`config.mk`:
```
export PLATFORM = sky130hd
export DESIGN_NAME = mem_ctrl_mc
export DESIGN_NICKNAME = d
export VERILOG_FILES = /design/src/rtl/mem_ctrl_mc.sv
export SDC_FILE = /design/constraint.sdc
export NUM_CORES = 1
export LEC_CHECK = 0
export BUFFER_PORTS_ARGS = -buffer_cell sky130_fd_sc_hd__buf_2
export CELL_PAD_IN_SITES_DETAIL_PLACEMENT = 1
export CELL_PAD_IN_SITES_GLOBAL_PLACEMENT = 2
export CORE_UTILIZATION = 37
export DETAILED_ROUTE_END_ITERATION = 6
export PLACE_DENSITY_LB_ADDON = 0.05
export SYNTH_ARGS = -nofsm -noshare
export SYNTH_HDL_FRONTEND = slang
export SYNTH_SLANG_ARGS = --single-unit
```
`constraint.sdc`:
```
create_clock -name clock -period 3.7 [get_ports clock]
set_input_delay 0.185 -clock clock [delete_from_list [all_inputs] [get_ports clock]]
set_output_delay 0.185 -clock clock [all_outputs]
set_load 0.05 [all_outputs]
```
`src/rtl/mem_ctrl_mc.sv`:
```
// mem_ctrl_mc: multi-channel beat assembler with a round-robin drain onto one registered
// valid/ready port. Exports sticky toggle coverage and a fuzzer 'bug' flag.
// Optional state-tuple coverage map enabled by defining MEM_CTRL_MC_COVMAP_EN.
module mem_ctrl_mc #(
  parameter int unsigned NUM_CH = 3,
  parameter int unsigned BEAT_W = 2,
  parameter int unsigned BEATS  = 4,
  localparam int unsigned DATA_W = BEATS * BEAT_W,
  localparam int unsigned ST_W   = $clog2(BEATS + 1),
  localparam int unsigned CH_W   = (NUM_CH > 1) ? $clog2(NUM_CH) : 1,
  localparam int unsigned MAP_W  = NUM_CH * ST_W,
  localparam int unsigned GRP_W  = BEATS + 2,
  localparam int unsigned COV_W  = NUM_CH * GRP_W
) (
  input  logic                       clock,
  input  logic                       reset,
  input  logic                       meta_reset,
  input  logic [NUM_CH-1:0]          in_valid,
  input  logic [NUM_CH*BEAT_W-1:0]   in_data,
  output logic [NUM_CH-1:0]          in_ready,
  output logic                       out_valid,
  input  logic                       out_ready,
  output logic [DATA_W-1:0]          out_data,
  output logic [CH_W-1:0]            out_ch,
  output logic [COV_W-1:0]           coverage,
  output logic [MAP_W:0]             io_cov_sum,
  output logic                       bug
);

  if (MAP_W > 12) begin : gen_map_w_check
    $error("mem_ctrl_mc: NUM_CH*ST_W exceeds 12");
  end

  localparam logic [ST_W-1:0] StIdle = '0;
  localparam logic [ST_W-1:0] StFull = ST_W'(BEATS);

  logic [ST_W-1:0]   st_q   [NUM_CH];
  logic [DATA_W-1:0] data_q [NUM_CH];
  logic [BEAT_W-1:0] beat   [NUM_CH];
  logic [NUM_CH-1:0] full;
  logic [NUM_CH-1:0] grant_oh;
  logic [CH_W-1:0]   rr_ptr_q;
  logic [CH_W-1:0]   grant_idx;
  logic [CH_W-1:0]   cand;
  logic              grant_valid;
  logic              slot_free;
  logic              out_valid_q;
  logic [DATA_W-1:0] out_data_q;
  logic [CH_W-1:0]   out_ch_q;
  logic [COV_W-1:0]  cov_q, cov_prev_q, cov_sig, cov_idle;

  for (genvar c = 0; c < NUM_CH; c++) begin : gen_ch
    assign beat[c]     = in_data[c*BEAT_W +: BEAT_W];
    assign full[c]     = (st_q[c] == StFull);
    assign grant_oh[c] = grant_valid && slot_free && (grant_idx == CH_W'(c));
  end

  assign in_ready  = ~full;
  assign bug       = &full;
  assign slot_free = !out_valid_q || out_ready;
  assign out_valid = out_valid_q;
  assign out_data  = out_data_q;
  assign out_ch    = out_ch_q;
  assign coverage  = cov_q;

  // Round-robin search for the first FULL channel starting at rr_ptr.
  always_comb begin
    grant_valid = 1'b0;
    grant_idx   = '0;
    cand        = '0;
    for (int unsigned i = 0; i < NUM_CH; i++) begin
      cand = CH_W'((32'(rr_ptr_q) + i) % NUM_CH);
      if (!grant_valid && full[cand]) begin
        grant_valid = 1'b1;
        grant_idx   = cand;
      end
    end
  end

  // Per-channel beat assembly; a missing beat mid-word aborts back to idle.
  always_ff @(posedge clock) begin
    if (reset) begin
      for (int unsigned c = 0; c < NUM_CH; c++) begin
        st_q[c]   <= StIdle;
        data_q[c] <= '0;
      end
    end else begin
      for (int unsigned c = 0; c < NUM_CH; c++) begin
        if (st_q[c] == StFull) begin
          if (grant_oh[c]) st_q[c] <= StIdle;
        end else if (in_valid[c]) begin
          if (st_q[c] == StIdle) data_q[c] <= DATA_W'(beat[c]);
          else data_q[c][st_q[c]*BEAT_W +: BEAT_W] <= beat[c];
          st_q[c] <= st_q[c] + 1'b1;
        end else begin
          st_q[c] <= StIdle;
        end
      end
    end
  end

  // Output slot: load a granted word when free, hold while stalled.
  always_ff @(posedge clock) begin
    if (reset) begin
      out_valid_q <= 1'b0;
      out_data_q  <= '0;
      out_ch_q    <= '0;
      rr_ptr_q    <= '0;
    end else if (slot_free) begin
      if (grant_valid) begin
        out_valid_q <= 1'b1;
        out_data_q  <= data_q[grant_idx];
        out_ch_q    <= grant_idx;
        rr_ptr_q    <= (grant_idx == CH_W'(NUM_CH - 1)) ? '0 : grant_idx + 1'b1;
      end else begin
        out_valid_q <= 1'b0;
      end
    end
  end

  // Toggle signals packed channel 0 in the MSBs, state 0 first, in_valid last.
  always_comb begin
    cov_sig  = '0;
    cov_idle = '0;
    for (int unsigned c = 0; c < NUM_CH; c++) begin
      for (int unsigned s = 0; s <= BEATS; s++) begin
        cov_sig[(NUM_CH-1-c)*GRP_W + (GRP_W-1-s)] = (st_q[c] == ST_W'(s));
      end
      cov_sig[(NUM_CH-1-c)*GRP_W]                = in_valid[c];
      cov_idle[(NUM_CH-1-c)*GRP_W + (GRP_W-1)]   = 1'b1;
    end
  end

  // Sticky toggle capture; previous values restart at the idle pattern on reset.
  always_ff @(posedge clock) begin
    if (reset) begin
      cov_q      <= '0;
      cov_prev_q <= cov_idle;
    end else begin
      cov_q      <= cov_q | (cov_sig ^ cov_prev_q);
      cov_prev_q <= cov_sig;
    end
  end

`ifdef MEM_CTRL_MC_COVMAP_EN
  // Map contents survive reset; only meta_reset clears them.
  logic [MAP_W-1:0]        state_tuple;
  logic [MAP_W-1:0]        reg_state_q = '0;
  logic [(2**MAP_W)-1:0]   covmap_q    = '0;
  logic [MAP_W:0]          cov_sum_q   = '0;

  // Concatenate channel states, channel 0 in the LSBs.
  always_comb begin
    state_tuple = '0;
    for (int unsigned c = 0; c < NUM_CH; c++) begin
      state_tuple[c*ST_W +: ST_W] = st_q[c];
    end
  end

  // Count each distinct registered state tuple once.
  always_ff @(posedge clock) begin
    reg_state_q <= state_tuple;
    if (meta_reset) begin
      covmap_q  <= '0;
      cov_sum_q <= '0;
    end else if (!covmap_q[reg_state_q]) begin
      covmap_q[reg_state_q] <= 1'b1;
      cov_sum_q             <= cov_sum_q + 1'b1;
    end
  end

  assign io_cov_sum = cov_sum_q;
`else
  logic unused_meta_reset;
  assign unused_meta_reset = meta_reset;
  assign io_cov_sum        = '0;
`endif

endmodule

```
Word level (Yosys, flattened, before mapping)
Memories as Yosys holds them, arrays and structs flattened. A register that Yosys moved wholly into a read port is not among the register bits. Cells that the tools add are included.

Memories: 2. Output and inout bits: 43. Input port bits: 13. Bits in writable memories: 33. Logic and storage cells: 215. Register bits: 41.

Div/mod/pow operators: 3. Reduce and logical (&&, ||, !) cells: 16. $add $sub $neg: 9. Equal/unequal tests: 14. Bitwise logic cells: 39. $lt $le $gt $ge: 3. Muxes and demuxes: 118. Shifts and indexed selects: 6.

Memory list: data_q (depth 3, bits a word 8, rd ports 1, clocked after memory_dff 1, write ports 3, RTL line 38) `logic [DATA_W-1:0] data_q [NUM_CH];`; st_q (depth 3, bits a word 3, rd ports 3, clocked after memory_dff 0, write ports 3, RTL line 37) `logic [ST_W-1:0] st_q [NUM_CH];`.

Operator list (number): $neg 4->34 (3); $shift 2x34->8 const A (3); $shiftx 2x34->8 (3); $mux 1 (96); $mod 32x2->32 const B (2); $mux 8 (6); $or 1x1->1 (36); $mod 2x2->32 const B (1); $mux 3 (9); $eq 3x2->1 const B (6); $or 18x18->18 (1); $xor 18x18->18 (1); $add 3x1->3 const B (3); $eq 3x1->1 const B (3); $eq 3x3->1 const B (3); $logic_not 3->1 (3); $lt 2x3->1 const B (3); $mux 2 (4); $bmux 1 s2 (3); $logic_and 1x1->1 (6); $add 2x1->3 const B (1); $add 2x2->3 const B (1); $logic_not 1->1 (3); $not 3->3 (1); other kinds (7) (7).

Longest topological paths before layout
An unclocked memory read counts as a cell.

Word-level depth: 20. Gate-level depth with buffers: 10. Mapped depth without buffers: 8.

Least setup slack after synthesis
OpenSTA, ideal clock, no wires.

Kind: flip-flop to flip-flop. Start point: memory st_q[1][0] (netlist bit). End point: memory st_q[2][0] (netlist bit) (enable). Required time: 3.345 ns. Period minus slack after synthesis: 2.746 ns. Data arrival time: 2.391 ns. Library setup time: 0.355 ns. Cell stages (with the launch flop): 10. Path slack: 0.954 ns. Buffers on the path: 2. Path through: edfxtp_1 > inv_1 > ha_1 > ha_1 > inv_1 > o2111a_1 > buf_6 > clkbuf_1 > nor2_1 > o31ai_1.

RTL lines (RTL line): start: declaration (37).

==> flow_metrics.env <==
export IMPL_intPower_w=0.00144
export IMPL_worst_endpoint_required_ns=3.70
export IMPL_worst_setup_path_start_kind="register"
export IMPL_max_slew_violations=0
export IMPL_drtAntennaViolNets=0
export IMPL_syn_instance_count=400
export IMPL_finish_net_count=481
export IMPL_layout_cells_most_common="sky130_fd_sc_hd__nor2_1"
export IMPL_rsz0062_at_grt="false"
export IMPL_cts_hold_buf=0
export IMPL_max_slew_worst_pin_slew_ns=0.651
export IMPL_area_growth_synth_to_final_pct=11.7
export IMPL_die_y_um=107
export IMPL_core_mm2=0.0108
export IMPL_holdCritStartpoint="in_valid[1]"
export IMPL_viasPerCell=4.87
export IMPL_number_of_antenna_violations_at_the_first_check_in_global_routing=0
export IMPL_antenna_diode_count=0
export IMPL_cp_max_fo=11
export IMPL_max_slew_margin_pct=56.6
export IMPL_worstSetupEndpointType="register"
export IMPL_period_share_pct=83.3
export IMPL_vias=2856
export IMPL_power_switching_share_pct=28.5
export IMPL_holdCritPathClass="primary input to register"
export IMPL_tritoncts_num_buffers=9
export IMPL_setup_violations_final=0
export IMPL_dr_pass1_iters=4
export IMPL_first_iter_violations=83
export IMPL_critical_path_arrival_ns=3.08
export IMPL_clock_root_buffer="sky130_fd_sc_hd__clkbuf_8"
export IMPL_power_share_sequential_pct=50.5
export IMPL_cts_buffer_depth=2
export IMPL_finalHoldViolCount=0
export IMPL_globalRoute_totalOverflow=0
export IMPL_final_seq_area_mm2=0.00197
export IMPL_criticalPathCategory="register to register"
export IMPL_place_congestion=0.733
export IMPL_syn_avg_cell_area_um2=10.3
export IMPL_filler_cell_count=1246
export IMPL_synth_seq_area_share_pct=47.9
export IMPL_post_cts_setup_buffer_count=0
export IMPL_hold_path_depth=2
export IMPL_multi_input_area_mm2=0.00193
export IMPL_maxClockFrequency_mhz=324
export IMPL_boundaryPins=56
export IMPL_post_route_drc_violation_count=0
export IMPL_ys_ff_latch=82
export IMPL_synth_lib_cells_used_distinct=49
export IMPL_initial_utilization_pct=37.9
export IMPL_vdd_drop_max_mv=0.205
export IMPL_number_of_sinks_on_the_clock_net=82
export IMPL_power_density_mw_per_mm2=438
export IMPL_die_w_um=107
export IMPL_grt_start_max_net_pins=33
export IMPL_drive_gt1_share_pct=16.4
export IMPL_maxCapViolCount=0
export IMPL_clk_lat_worst_skew_ns=0.35
export IMPL_worst_r2r_endpoint="st_q[2][2]$_SDFFCE_PP0P_"
export IMPL_fp_row_count=38
export IMPL_fin_skew_ns=0.0100
export IMPL_layout_cells_most_common_list="sky130_fd_sc_hd__nor2_1, sky130_fd_sc_hd__dfxtp_1, sky130_fd_sc_hd__buf_2, sky130_fd_sc_hd__edfxtp_1, sky130_fd_sc_hd__ha_1"
export IMPL_numPortBuffers=44
export IMPL_routed_wire_length_per_instance_um=15.7
export IMPL_netlist_area_mm2=0.00411
export IMPL_clk_transition_reported_paths_ns=0.09
export IMPL_htree_num_levels=3
export IMPL_setup_reg_to_reg_worst_slack_ns=0.62
export IMPL_comb_power_share_pct=14.7
export IMPL_floorplan_die_area_mm2=0.0115
export IMPL_power_share_clock_pct=34.8
export IMPL_r2r_start="st_q[2][0]$_SDFFCE_PP0P_"
export IMPL_power_leakage_nw=1.91
export IMPL_timing_final_crit_period_ns=3.08
export IMPL_tritoncts="built"
export IMPL_postCtsResizedCells=0
export IMPL_grt_first_pass_wirelength_mm=15.4
export IMPL_grt_pass1_vias=3022
export IMPL_dp_hpwl_mm=6.76
export IMPL_net_switching_power_w=0.000573
export IMPL_outcome="complete, no violations"
export IMPL_final_routed_wirelength_mm=9.17
export IMPL_synth_warnings=0
export IMPL_min_delay_worst_endpoint="cov_prev_q[6]$_SDFF_PP0_"
export IMPL_register_to_register_path_depth=7
export IMPL_grt_usage_pct=17.5
export IMPL_timing_setup_tns_ns=0
export IMPL_final_util_pct=42.4
## logic make-up after synthesis
logic type / synth area share, %
flip-flops: 47.9
AO/OA/AOI/OAI: 7.73
buffers and inverters: 5.93
XOR/XNOR: 3.83
AND/OR/NAND/NOR: 23.2
other: 0.0912
multiplexers: 3.04
adder cells (fa/ha/maj): 8.21
## worst max-delay path: stages, from the launching register on
cell	delay [ns]
sky130_fd_sc_hd__edfxtp_1	0.52
sky130_fd_sc_hd__inv_1	0.14
sky130_fd_sc_hd__ha_1	0.26
sky130_fd_sc_hd__ha_1	0.42
sky130_fd_sc_hd__nand2_1	0.17
sky130_fd_sc_hd__o22a_1	0.24
sky130_fd_sc_hd__mux2_4	0.41
sky130_fd_sc_hd__o31ai_1	0.55
## metal layers
metal	track usage [%]	up-vias	part of all wire, %
met2	28.1	45	45
met5	0	-	0
met4	6.36	0	1.5
met1	23.6	1369	50
li1	-	1430	-
met3	3.03	12	3.0
## state kept, by name (all words and copies together), names as in the netlist
name,count
data_q,24
coverage,18
cov_prev_q,18
rr_ptr_q,2
st_q,9
out_valid,1
out_ch,2
out_data,8
## worst max-delay path by stage
stage / end / cells after the start / startpoint
2_1_floorplan: st_q[2][0]$_SDFFCE_PP0P_ / 9 / st_q[1][0]$_SDFFCE_PP0P_
3_3_place_gp: st_q[2][2]$_SDFFCE_PP0P_ / 7 / st_q[2][0]$_SDFFCE_PP0P_
3_5_place_dp: st_q[2][2]$_SDFFCE_PP0P_ / 7 / st_q[2][0]$_SDFFCE_PP0P_
4_1_cts: st_q[2][0]$_SDFFCE_PP0P_ / 7 / st_q[2][0]$_SDFFCE_PP0P_
5_1_grt: st_q[2][0]$_SDFFCE_PP0P_ / 6 / st_q[2][0]$_SDFFCE_PP0P_
6_report: st_q[2][2]$_SDFFCE_PP0P_ / 7 / st_q[2][0]$_SDFFCE_PP0P_
## metrics by stage
stage               power (W)  cells  setup WS [ns]  instance area, um2  hold slack [ns]
finish                0.00201    586          0.618                4600            0.111
global placement      0.00133    570          0.701                4380            0.441
detailed placement    0.00134    570          0.664                4380            0.452
global route          0.00210    586          0.383                4600            0.105
floorplan             0.00127    409          0.954                4150            0.340
CTS                   0.00204    586          0.556                4600            0.103
## synth_stat cells, drive strengths merged
library cell	number	area [um2]
or3b	3	26.3
nand2	25	93.8
ha	27	338
a21bo	1	10.0
nand3	4	20.0
o31a	1	8.76
o22ai	2	12.5
mux2i	11	110
or3	2	12.5
nor2b	15	101
a22oi	1	7.51
inv	19	71.3
o211ai	2	15.0
or2	4	25.0
xnor2	6	52.6
nand2b	10	62.6
a21oi	6	33.8
nor3b	10	90.1
a21boi	3	22.5
o2111a	1	11.3
a222oi	1	10.0
and2	11	68.8
nor3	22	110
o31ai	3	36.3
nor2	54	203
edfxtp	33	991
xor2	12	105
buf	19	150
a32o	8	80.1
conb	1	3.75
and3	7	43.8
a21o	6	45.0
mux2	1	15.0
or2b	5	37.5
o221ai	1	8.76
nor4bb	1	10.0
o22a	1	8.76
clkbuf	6	22.5
o21a	1	7.51
dfxtp	49	981
nor4b	5	50.0
## power by group through the flow
stage,registers [W],clock network [W],logic (W)
global placement,0.00104,0,0.000293
finish,0.00102,0.000699,0.000296
CTS,0.00102,0.000725,0.000300
floorplan,0.00110,0,0.000176
global route,0.00102,0.000758,0.000324
detailed placement,0.00104,0,0.000297
## area by class of cell
cell class | count | share of cell area [%]
repair buffers | 46 | 5.12
clock inverters | 5 | 1.28
well taps | 140 | 3.81
flip-flops and latches | 82 | 42.9
multi-input cells | 283 | 42.0
clock buffers | 11 | 3.32
inverters | 19 | 1.55
Power figures use the tool's default switching activity.
